File: src/rtl/seq_mantissa_div_pkg.sv
// Shared FP32 constants and the state encoding for the sequential mantissa divider.
package seq_mantissa_div_pkg;

  localparam int FP_MANT_W = 24;
  localparam int FP_EXP_W  = 8;
  localparam int FP32_BIAS = 127;

  typedef enum logic [1:0] {
    ST_IDLE = 2'd0,
    ST_CALC = 2'd1,
    ST_DONE = 2'd2
  } div_state_t;

endpackage

File: src/rtl/seq_mantissa_div_step.sv
// One restoring-division iteration: compare, conditional subtract, shift left.
module seq_mantissa_div_step
  import seq_mantissa_div_pkg::*;
#(
  parameter int MANT_W = FP_MANT_W
) (
  input  logic [MANT_W+1:0] rem,
  input  logic [MANT_W-1:0] divisor,
  output logic              q_bit,
  output logic [MANT_W+1:0] rem_next
);

  localparam int R_W = MANT_W + 2;

  logic [R_W-1:0] div_ext;
  logic [R_W-1:0] diff;

  assign div_ext  = {2'b00, divisor};
  assign q_bit    = (rem >= div_ext);
  assign diff     = q_bit ? (rem - div_ext) : rem;
  // diff < divisor < 2^MANT_W here, so dropping the top bit in the shift loses nothing.
  assign rem_next = {diff[R_W-2:0], 1'b0};

endmodule

File: src/rtl/seq_mantissa_div.sv
// Sequential restoring mantissa divider: one quotient bit per cycle, valid/ready on both sides.
module seq_mantissa_div
  import seq_mantissa_div_pkg::*;
#(
  parameter int MANT_W = FP_MANT_W,
  parameter int Q_W    = MANT_W + 1
) (
  input  logic              clk,
  input  logic              rst_n,
  input  logic              in_valid,
  output logic              in_ready,
  input  logic [MANT_W-1:0] operand_dividend,
  input  logic [MANT_W-1:0] operand_divisor,
  output logic              out_valid,
  input  logic              out_ready,
  output logic [Q_W-1:0]    result,
  output logic              sticky,
  output logic              div_by_zero
);

  localparam int R_W   = MANT_W + 2;
  localparam int CNT_W = $clog2(Q_W);

  div_state_t        state;
  logic [MANT_W-1:0] divisor_q;
  logic [R_W-1:0]    rem_q;
  logic [Q_W-1:0]    quot_q;
  logic [CNT_W-1:0]  cnt_q;
  logic              q_bit;
  logic [R_W-1:0]    rem_next;
  logic              div_zero;

  // A zero divisor saturates the quotient to all ones.
  function automatic logic [Q_W-1:0] sat_quotient(input logic [Q_W-1:0] q, input logic dz);
    return dz ? {Q_W{1'b1}} : q;
  endfunction

  seq_mantissa_div_step #(.MANT_W(MANT_W)) u_step (
    .rem      (rem_q),
    .divisor  (divisor_q),
    .q_bit    (q_bit),
    .rem_next (rem_next)
  );

  assign div_zero  = (divisor_q == '0);
  assign in_ready  = (state == ST_IDLE);
  assign out_valid = (state == ST_DONE);

  always_ff @(posedge clk or negedge rst_n) begin
    if (!rst_n) begin
      state       <= ST_IDLE;
      divisor_q   <= '0;
      rem_q       <= '0;
      quot_q      <= '0;
      cnt_q       <= '0;
      result      <= '0;
      sticky      <= 1'b0;
      div_by_zero <= 1'b0;
    end else begin
      case (state)
        ST_IDLE: begin
          if (in_valid) begin
            divisor_q <= operand_divisor;
            rem_q     <= {2'b00, operand_dividend};
            quot_q    <= '0;
            cnt_q     <= CNT_W'(Q_W - 1);
            state     <= ST_CALC;
          end
        end
        ST_CALC: begin
          quot_q[cnt_q] <= q_bit;
          rem_q         <= rem_next;
          if (cnt_q == '0) begin
            // Last step: bit 0 comes straight from the step logic, not the register.
            result      <= sat_quotient({quot_q[Q_W-1:1], q_bit}, div_zero);
            sticky      <= !div_zero && (rem_next != '0);
            div_by_zero <= div_zero;
            state       <= ST_DONE;
          end else begin
            cnt_q <= cnt_q - CNT_W'(1);
          end
        end
        ST_DONE: begin
          if (out_ready) state <= ST_IDLE;
        end
        default: state <= ST_IDLE;
      endcase
    end
  end

endmodule
File: config.mk
export PLATFORM = sky130hd
export DESIGN_NAME = seq_mantissa_div
export DESIGN_NICKNAME = d
export VERILOG_FILES = /design/src/rtl/seq_mantissa_div_pkg.sv /design/src/rtl/seq_mantissa_div_step.sv /design/src/rtl/seq_mantissa_div.sv
export SDC_FILE = /design/constraint.sdc
export NUM_CORES = 1
export LEC_CHECK = 0
export ABC_CLOCK_PERIOD_IN_PS = 4950
export CORE_MARGIN = 1.5
export CORE_UTILIZATION = 55
export CTS_CLUSTER_DIAMETER = 40
export DETAILED_ROUTE_END_ITERATION = 6
export GPL_TIMING_DRIVEN = 1
export PLACE_DENSITY = 0.88
export SYNTH_ARGS = -nofsm -noshare
export SYNTH_HDL_FRONTEND = slang
export SYNTH_SLANG_ARGS = --single-unit
File: constraint.sdc
create_clock -name clk -period 4.95 [get_ports clk]
set_input_delay 0.99 -clock clk [delete_from_list [all_inputs] [get_ports clk]]
set_output_delay 0.99 -clock clk [all_outputs]
set_load 0.03 [all_outputs]
* Word-level counts from Yosys, hierarchy flattened
Index checks and enable logic that the tools add are counted.
Storage, ports and cells: flip-flop bits (word level) 109, input bits 52, output and inout port bits 29, word-level logic and storage cells 48
Operators by class: $add $sub $neg 2, order comparisons 3, equal/unequal tests 6, muxes and demuxes 16, reductions and logical operators 13
Operators by type and width (number):
- 25-bit two-way mux | 3
- 26-bit case mux with 2 select lines | 1
- 25-bit case mux with 2 select lines | 1
- 26-bit by 24-bit >= comparator with 1-bit output | 1
- 26-bit two-way mux | 1
- 26-bit nonzero test | 1
- 25-bit bitwise mux | 1
- 25-bit by 24-bit subtractor with 25-bit output | 1
- 24-bit zero test | 1
- 5-bit two-way mux | 2
- 5-bit case mux with 2 select lines | 1
- 5-bit by 6-bit less-than comparator with 1-bit output, second input constant | 1
- 2-bit two-way mux | 3
- 2-bit inequality test, second input constant | 3
- 2-bit case mux with 3 select lines | 1
- 2-bit AND reduction | 3
- 3-bit AND reduction | 2
- 1-bit demux with 5-bit select | 1
- 5-bit by 1-bit >= comparator with 1-bit output, second input constant | 1
- 5-bit zero test | 1
- 5-bit by 1-bit subtractor with 5-bit output, second input constant | 1
- 2-bit by 1-bit == test with 1-bit output, second input constant | 1
- 2-bit == test, second input constant | 1
- 1-bit logical AND | 2
- other kinds (5) | 5

* Depth between registers and ports, before layout
Gate-level depths: netlist of run 1.
word-level depth 6, mapped depth 15, mapped depth without buffers 13

* Hierarchy
Synthesis of run 1 repeated with hierarchy kept, for this count alone.
Second synthesis, totals: cells, all modules 763, area, all modules 6376.1 µm²
Modules (own cells, without submodules):
- seq_mantissa_div | times used 1, cells each 485, area an instance 4625.7 µm²
- seq_mantissa_div_step | times used 1, cells each 278, area an instance 1750.4 µm²

* Least setup slack after synthesis of run 1
Ideal clock, no wire load.
path type reg-to-reg, start point reg rem_q[0], end point reg sticky, arrival 2.813 ns, data required time 4.818 ns, path slack 2.005 ns, stages on the path, launching flop included 14, clock period less this slack 2.945 ns, cells stage by stage dfrtp_1 inv_1 ha_1 inv_1 fa_1 a21o_1 a221oi_4 o21ai_2 a211oi_2 o21ai_1 or3_1 a221o_1 nor4_2 a31oi_1
Between the ends: longest elaborated chain between the ends 4
RTL lines:
- start, declared | RTL line seq_mantissa_div.sv:26 | logic [R_W-1:0] rem_q;
- start signal, assigned | RTL line seq_mantissa_div.sv:64 | rem_q <= {2'b00, operand_dividend};
- start signal, assigned | RTL line seq_mantissa_div.sv:72 | rem_q <= rem_next;
- 25-bit by 24-bit subtractor with 25-bit output / 26-bit by 24-bit >= comparator with 1-bit output (equally long branches) | RTL line seq_mantissa_div_step.sv:20, seq_mantissa_div_step.sv:19
- 25-bit two-way mux (*) | RTL line seq_mantissa_div_step.sv:20 | assign diff = q_bit ? (rem - div_ext) : rem;
- 26-bit nonzero test (*) | RTL line seq_mantissa_div.sv:76 | sticky <= !div_zero && (rem_next != '0);
- 1-bit logical AND (*) | RTL line seq_mantissa_div.sv:76
- end signal, assigned | RTL line seq_mantissa_div.sv:76
- end, declared | RTL line seq_mantissa_div.sv:17 | output logic sticky,
Mark *: on every way between the ends. The rest lies on a longest branch, timed or not. A chain may end at the register's enable or synchronous reset.

* Worst setup path after layout of run 1
Ends and elaborated chain as after synthesis.

==> results.toml, run 1 <==
[synthesis]
yosysWarningCount = 0
synth_enable_flop_cells = 0
synth_seq_area_share_pct = 41.3
ys_ff_latch = 108
syn_area_per_cell_um2 = 9.09
synth_nets = 802
synthArstFlopShare_pct = 100
syn_inst = 720
synth_ff_type = "dfrtp_1"
syn_area_um2 = 6540
ys_types = 77

[sta]
tns_ns = 0
finClkSkew_ns = 0.00989
hold_viol = 0
relSlewSlack_pct = 24.0
period_share_pct = 77.3
period_needed_ns = 3.83
fmax_mhz = 261
tightestPinTransition_ns = 1.14
rsz0062_at_grt = "no"
maxSlewViolCount = 0
finalSetupViolations = 0

[global_route]
grt_pass1_wl_um = 28600
grt_pass1_vias = 5671
antenna_found_initial = 0
grt_max_degree = 85
grtUsageMet2_pct = 46.5
grt.overflow.total = 0
met3_usage_pct = 4.59
grt.busiest_layer = "met2"
groute.layer.met1.usage_pct = 40.2
grt.total_usage_pct = 28.7

[floorplan]
io_pins = 81
initial_core_util_pct = 56.8
coreArea_um2 = 11500
die_h_um = 112
die_w_um = 112
dieArea_um2 = 12600
num_rows = 39

[job]
max_cap_violations = 0

[final_layout]
regArea_um2 = 2700
multi_input_area_um2 = 3480
diodes = 0
drive_above_1_share_pct = 7.82
num-fill-cells = 927
fin_nets = 858
synthToLayoutAreaGrowth_pct = 16.6

[status]
outcome = "finished, violations left"
violations = "DRC"

[clock_network]
insertion_delay_ns = 0.35
cts_tree = "yes"
cts_made_buffers = 9
htree_levels = 3
cts_setup_buffers = 0
clock_path_buffers = 2
cts_root_buf = "clkbuf_16"
ctsHoldBuffers = 0
cts_resized = 0
clkTransAtPathRegs_ns = 0.07
clock_sinks = 108

[route]
ant_nets = 0
dr.pass1.iters = 7
avgViaCountPerCell = 6.29
drt-initial-drc-count = 558
routed_wirelength_um = 17600
wl_per_cell_um = 19.1
route.detailed.drc = 12
vias = 5804

[placement]
dp_hpwl_um = 12900
io_buffers = 80
gp_congestion = 0.956

[worst_setup_path]
path_class = "flip-flop to flip-flop"
cp_max_fo = 42
start_kind = "flip-flop"
worstPathArrival_ns = 4.04
cp.required_ns = 5.16
critPathCaptureType = "flip-flop"

[worst_hold_path]
hold_path_class = "flip-flop to flip-flop"
through the flow:
stage	hold slack (ns)	cell area (um2)	instances	util, %	setup slack, ns
2_1_floorplan	0.460	6540	720	-	2.01
3_3_place_gp	0.476	7350	908	63.8	1.39
3_5_place_dp	0.477	7350	908	63.8	1.22
4_1_cts	0.492	7630	923	66.3	1.19
5_1_grt	0.508	7630	923	66.3	0.880
6_report	0.492	7630	923	66.3	1.12
logic make-up after synthesis:
logic type,synth area share [%]
adder cells (fa/ha/maj),5.85
XOR/XNOR,2.79
buffers and inverters,5.68
multiplexers,0.669
AND/OR/NAND/NOR,17.8
flip-flops,41.3
AO/OA/AOI/OAI,25.9
synthesized netlist by cell type, types with 4 or more instances:
cell type | count | area, um2
nand2_1 | 90 | 338
xor2_1 | 8 | 70.1
nor3_1 | 7 | 35.0
o31ai_1 | 15 | 113
o21ai_1 | 5 | 25.0
dfrtp_1 | 108 | 2700
ha_1 | 29 | 363
nand2b_1 | 4 | 25.0
o21ai_0 | 63 | 315
a211oi_1 | 4 | 30.0
o22a_1 | 28 | 245
a22oi_1 | 15 | 113
inv_1 | 34 | 128
xnor2_1 | 11 | 96.3
buf_2 | 5 | 25.0
nand3_1 | 30 | 150
clkbuf_8 | 4 | 55.1
a21oi_2 | 4 | 35.0
nand3b_1 | 6 | 45.0
a21o_1 | 6 | 45.0
nor2b_1 | 4 | 25.0
clkbuf_1 | 31 | 116
and3_1 | 6 | 37.5
o211ai_1 | 13 | 97.6
nand4_1 | 9 | 56.3
o22ai_1 | 6 | 37.5
a21oi_1 | 40 | 200
nor2_1 | 46 | 173
nor4_1 | 9 | 56.3
or2_2 | 4 | 25.0
o21a_1 | 6 | 45.0
a31oi_1 | 7 | 43.8
worst paths after layout:
| kind | slack, ns | startpoint | cells past startpoint | endpoint |
|---|---|---|---|---|
| max in group asynchronous | 3.18 | rst_n | 2 | quot_q[10] |
| setup / recovery | 1.12 | rem_q[0] | 12 | sticky |
| min in group asynchronous | 0.79 | rst_n | 1 | divisor_q[10] |
| hold / removal | 0.49 | quot_q[16] | 1 | result[16] |
| hold reg to reg | 0.49 | quot_q[16] | 1 | result[16] |
| setup reg to reg | 1.12 | rem_q[0] | 12 | sticky |
critical path: stages (launching register included):
cell      delay, ns
dfrtp_1        0.39
inv_1          0.09
ha_1           0.20
inv_1          0.09
fa_1           0.42
a21o_1         0.24
a221oi_4       0.35
o21ai_2        0.17
a211oi_2       0.31
o21a_2         0.72
o21ai_1        0.24
nor4_2         0.32
a31oi_1        0.15
area by class of cell:
cell class	instances	share of cell area, %
Sequential cell	108	35.4
Tap cell	143	2.34
Timing Repair Buffer	88	11.2
Clock inverter	4	0.410
Inverter	34	1.67
Multi-Input combinational cell	535	45.6
Clock buffer	11	3.31
flip-flops by register name (all words and copies together) (netlist names):
signal / flops
divisor_q: 24
quot_q: 24
rem_q: 26
div_by_zero: 1
sticky: 1
state: 2
cnt_q: 5
result: 25
layer usage:
| layer | up-vias | routed length [um] | part of all wire [%] |
|---|---|---|---|
| met5 | - | 0 | 0 |
| met4 | 0 | 321 | 1.8 |
| met3 | 28 | 1170 | 6.6 |
| met2 | 255 | 8260 | 47 |
| met1 | 2775 | 7870 | 45 |
| li1 | 2746 | - | - |
cell usage in the layout, fill, tap and decap left out, drive strengths merged, types with 5 or more instances in the layout:
master and n:
o21ai 70, xnor2 11, dfrtp 108, o22ai 7
inv 36, a21oi 44, nand2 90, o22a 28
nor3 7, nand3 31, nor4 12, nand3b 6
clkbuf 11, o21a 7, buf 9, and3 7
xor2 9, a22oi 15, ha 29, a211oi 5
a31oi 7, clkdlybuf4s50 79, nand4 9, o31ai 15
o211ai 13, nor2 46, a21o 9
Power of run 1 is left out: the tool's default activity adds up to more than one toggle a clock period on the data nets, which glitch-free logic cannot reach.
==> run 2, diff against run 1 <==
- ABC_CLOCK_PERIOD_IN_PS: 4950 -> 3400
- CORE_UTILIZATION: 55 -> 51
- PLACE_DENSITY: 0.88 -> 0.86
- clock period: 4.95 -> 3.4 ns (I/O delays scaled with it)
==> run 2 against run 1 <==
  * The flow now finishes without violations
  * Routed wire length down 0.43%
  * Utilization down 3.9 points
  * Fmax up 18%
  * First-iteration DRC count down 9.9%
  * Clock skew up 0.00090 ns
  * Critical path depth up 2
  * Critical path type unchanged
  * Largest cell class unchanged
==> results.toml, run 2 (same netlist as run 1, synthesis figures left out) <==
[status]
outcome = "complete, no violations"

[placement]
dp_hpwl_um = 12500
io_buffers = 80
gp_congestion = 0.950
placedCellCount = 947
placed_area_um2 = 7470

[floorplan]
die_w_um = 116
coreArea_um2 = 12600
io_pins = 81
num_rows = 41
initial_core_util_pct = 52.1
die_h_um = 116
dieArea_um2 = 13500

[final_layout]
largest_reg_flops = 26
final_common_cell = "dfrtp_1"
layout_common_cells = "108 x dfrtp_1, 90 x nand2_1, 79 x clkdlybuf4s50_1"
reg_top3 = "rem_q: 26 flops, result: 25 flops"
final_area_um2 = 7840
fin_nets = 869
top_register = "rem_q"
drive_above_1_share_pct = 9.34
diodes = 0
stdcell_count = 964
synthToLayoutAreaGrowth_pct = 19.8

[worst_setup_path]
path_class = "flip-flop to flip-flop"
worstPathArrival_ns = 3.49
start_kind = "flip-flop"
cp.required_ns = 3.64
crit-reg2reg-capture = "sticky"
r2r_start = "rem_q[0]"
cp_max_fo = 5
r2r_cells = 14
r2r_slack_ns = 0.15
critPathCaptureType = "flip-flop"

[global_route]
grt_pass1_vias = 5652
grt_max_degree = 80
grt.total_usage_pct = 27.0
antenna_found_initial = 0
grt.overflow.total = 0
grt_pass1_wl_um = 28400

[job]
max_cap_violations = 0

[sta]
period_needed_ns = 3.25
relSlewSlack_pct = 32.0
period_share_pct = 95.6
hold_viol = 0
rsz0062_at_grt = "no"
maxSlewViolCount = 0
fmax_mhz = 308
tightestPinTransition_ns = 1.02
finClkSkew_ns = 0.0108
tns_ns = 0
finalSetupViolations = 0

[route]
avgViaCountPerCell = 6.08
route.detailed.drc = 0
dr.pass1.iters = 6
ant_nets = 0
drt-initial-drc-count = 503
wl_per_cell_um = 18.2
routed_wirelength_um = 17500
vias = 5858

[clock_network]
cts_tree = "yes"
clock_sinks = 108
cts_made_buffers = 9
clock_path_buffers = 2
clkTransAtPathRegs_ns = 0.08
cts_root_buf = "clkbuf_16"
insertion_delay_ns = 0.36
htree_levels = 3

[worst_hold_path]
hold_path_class = "input port to asynchronous set/reset pin"
## run 2: what timing repair did
action                                  in CTS  in global routing
resized for setup                            0                  3
setup buffers                                0                  1
endpoints found under the setup margin       0                 27
hold buffers                                 0                  0
## run 2: worst max path at each step
stage	from	end	depth (start not counted)
after CTS	rem_q[0]	sticky	13
after floorplan	rem_q[0]	sticky	13
after global routing	rem_q[0]	sticky	12
after detailed placement	rem_q[0]	sticky	13
after global placement	rem_q[0]	sticky	13
final	rem_q[0]	sticky	14
## run 2: worst max-delay path, cell delays in order, from the launching register on
cell	delay (ns)
dfrtp_1	0.40
inv_1	0.08
ha_1	0.16
inv_1	0.08
fa_2	0.36
a21o_1	0.20
a221oi_4	0.39
buf_4	0.18
o21bai_1	0.06
a21oi_1	0.20
xor2_1	0.23
and4b_1	0.24
a41oi_2	0.15
nor4_2	0.27
a31oi_1	0.12
## run 2: layer usage
metal	vias up	wire (um)	track usage, %
li1	2778	-	-
met1	2752	7790	38.0
met2	285	7860	41.3
met3	43	1370	4.46
met4	0	514	12.3
met5	-	0	0
## run 2: layout make-up
cell class                 instances  area, um2
clock buffer                       9        225
clock inverter                     7        114
fill                            1044       4730
inverter                          34        128
multi-input combinational        535       3500
sequential                       108       2700
tap                              172        215
timing repair buffer              99        953
## run 2: through the flow
stage | worst slack [ns] | util [%] | hold WS, ns
global route | 0.00514 | 62.3 | 0.516
detailed placement | 0.136 | 59.4 | 0.475
global placement | 0.235 | 59.4 | 0.474
finish | 0.150 | 62.3 | 0.490
CTS | 0.0966 | 62.1 | 0.501
floorplan | 0.455 | - | 0.384
Power of run 2 is left out for the same reason.
==> run 3, diff against run 2 <==
- RECOVER_POWER: unset -> 100
==> run 3 against run 2 <==
  * The flow now finishes with violations (capacitance limit, slew limit)
  * Global-route usage is the same
  * Final area decreased by 0.43%
  * Sequential share of layout area up 0.15 points
  * First-iteration DRC count fell by 2.4%
  * Non-clock buffer count stayed put
  * Fmax fell by 0.89%
  * Register-to-register slack lost 0.03 ns
  * Routed wire length fell by 0.45%
  * Die area unchanged
  * Via count is 0.68% lower
  * Largest cell class unchanged
  * Clock skew increased by 0.00071 ns
  * Critical endpoint unchanged
  * Final cell count unchanged
==> results.toml, run 3 (same netlist as run 1, synthesis figures left out) <==
[status]
outcome = "finished, violations left"
violations = "capacitance limit, slew limit"

[clock_network]
cts_tree = "yes"
clkTransAtPathRegs_ns = 0.08
htree_levels = 3
insertion_delay_ns = 0.36
cts_root_buf = "clkbuf_16"
ctsHoldBuffers = 0
clock_sinks = 108
clock_path_buffers = 2
cts_made_buffers = 9

[worst_setup_path]
critPathMaxStageDelay_ns = 0.40
crit_chain = "inv_1, ha_1, inv_1, fa_2, a21o_1, a221oi_4, buf_4, o21bai_1, a21oi_1, xor2_1, and4b_1, a41oi_2, nor4_2, a31oi_1"
path_common_cell = "inv_1"
start_kind = "flip-flop"
cp.required_ns = 3.64
worstPathArrival_ns = 3.52
crit_slowest_cell = "dfrtp_1"
path_class = "flip-flop to flip-flop"
r2r_cells = 14
critPathCaptureType = "flip-flop"
cp_max_fo = 5

[sta]
finalSetupViolations = 0
fmax_mhz = 305
rsz0062_at_grt = "no"
period_needed_ns = 3.28
worst_slack_ns = 0.121
tns_ns = 0
hold_viol = 0
relSlewSlack_pct = -32.6
finClkSkew_ns = 0.0115
tightestPinTransition_ns = 1.99
maxSlewViolCount = 131
period_share_pct = 96.4

[global_route]
grt_max_degree = 80
grt_pass1_wl_um = 28400
grt.total_usage_pct = 27.0
grt.overflow.total = 0
antenna_found_initial = 0
grt_pass1_vias = 5652

[route]
dr.pass1.iters = 5
wl_per_cell_um = 18.1
wl_met1_um = 7790
routed_wirelength_um = 17500
vias = 5818
avgViaCountPerCell = 6.04
drt-initial-drc-count = 491
met3_length_um = 1320
route.detailed.drc = 0
route.met2.wl_um = 7900
dr.max_layer_used = "met4"
ant_nets = 0

[final_layout]
final_area_um2 = 7800
diodes = 0
largest_reg_flops = 26
final_common_cell = "dfrtp_1"
reg_top3 = "rem_q: 26 flops, result: 25 flops"
num-fill-cells = 1054
synthToLayoutAreaGrowth_pct = 19.2
fin_nets = 869
top_register = "rem_q"
layout_common_cells = "108 x dfrtp_1, 90 x nand2_1, 64 x o21ai_0"
drive_above_1_share_pct = 8.59

[placement]
pre_cts_slack_ns = 0.136
placed_area_um2 = 7470
io_buffers = 80
dp_hpwl_um = 12500
gp_congestion = 0.950

[job]
max_cap_violations = 2

[floorplan]
io_pins = 81
die_h_um = 116
initial_core_util_pct = 52.1
num_rows = 41
dieArea_um2 = 13500
coreArea_um2 = 12600
die_w_um = 116

[worst_hold_path]
holdPathStages = 1
hold_path_class = "flip-flop to flip-flop"
-- run 3: changes by cell type in the layout (fill, tap and decap cells not counted), moves of 3 or more --
cell / delta
clkbuf_1: +4
clkdlybuf4s50_1: -30
buf_4: -7
dlygate4sd3_1: +30
clkbuf_2: +3
-- run 3: path summary, 6_finish.rpt --
check,from,end,slack [ns]
hold reg to reg,div_by_zero,div_by_zero,0.50
hold / removal,div_by_zero,div_by_zero,0.50
setup reg to reg,rem_q[0],sticky,0.12
setup / recovery,rem_q[0],sticky,0.12
min in group asynchronous,rst_n,div_by_zero,0.88
max in group asynchronous,rst_n,divisor_q[12],0.91
-- run 3: area by class of cell --
cell class | instances | area, um2 | area share [%]
multi-input cells | 535 | 3490 | 44.7
flip-flops and latches | 108 | 2700 | 34.6
repair buffers | 99 | 931 | 11.9
clock buffers | 9 | 225 | 2.89
well taps | 172 | 215 | 2.76
inverters | 34 | 128 | 1.64
clock inverters | 7 | 114 | 1.46
-- run 3: stage by stage --
stage               cells  util [%]  hold WS (ns)
CTS                   963      62.1         0.501
global route          964      62.1         0.516
global placement      947      59.4         0.474
finish                964      62.1         0.495
floorplan             720         -         0.384
detailed placement    947      59.4         0.475
-- run 3: what timing repair did --
| action | 4_1_cts | 5_1_grt |
|---|---|---|
| buffers inserted | 0 | 1 |
| setup endpoints to repair | 0 | 27 |
| resized for setup | 0 | 3 |
-- run 3: layer usage --
metal,GRT usage (%),up-vias
met5,0,-
met4,12.3,0
met3,4.46,34
met2,41.3,237
met1,38.0,2769
li1,-,2778
-- run 3: critical path: cells and delay by family, from the launching register on --
family | cells | cell delay (ns)
AOI/OAI and AO/OA | 6 | 1.11
xor gates and xnor gates | 1 | 0.24
adders and majority gates | 2 | 0.53
buffers and inverters | 3 | 0.35
DFF | 1 | 0.40
and+or+nand+nor | 2 | 0.52
Power of run 3 is left out for the same reason.
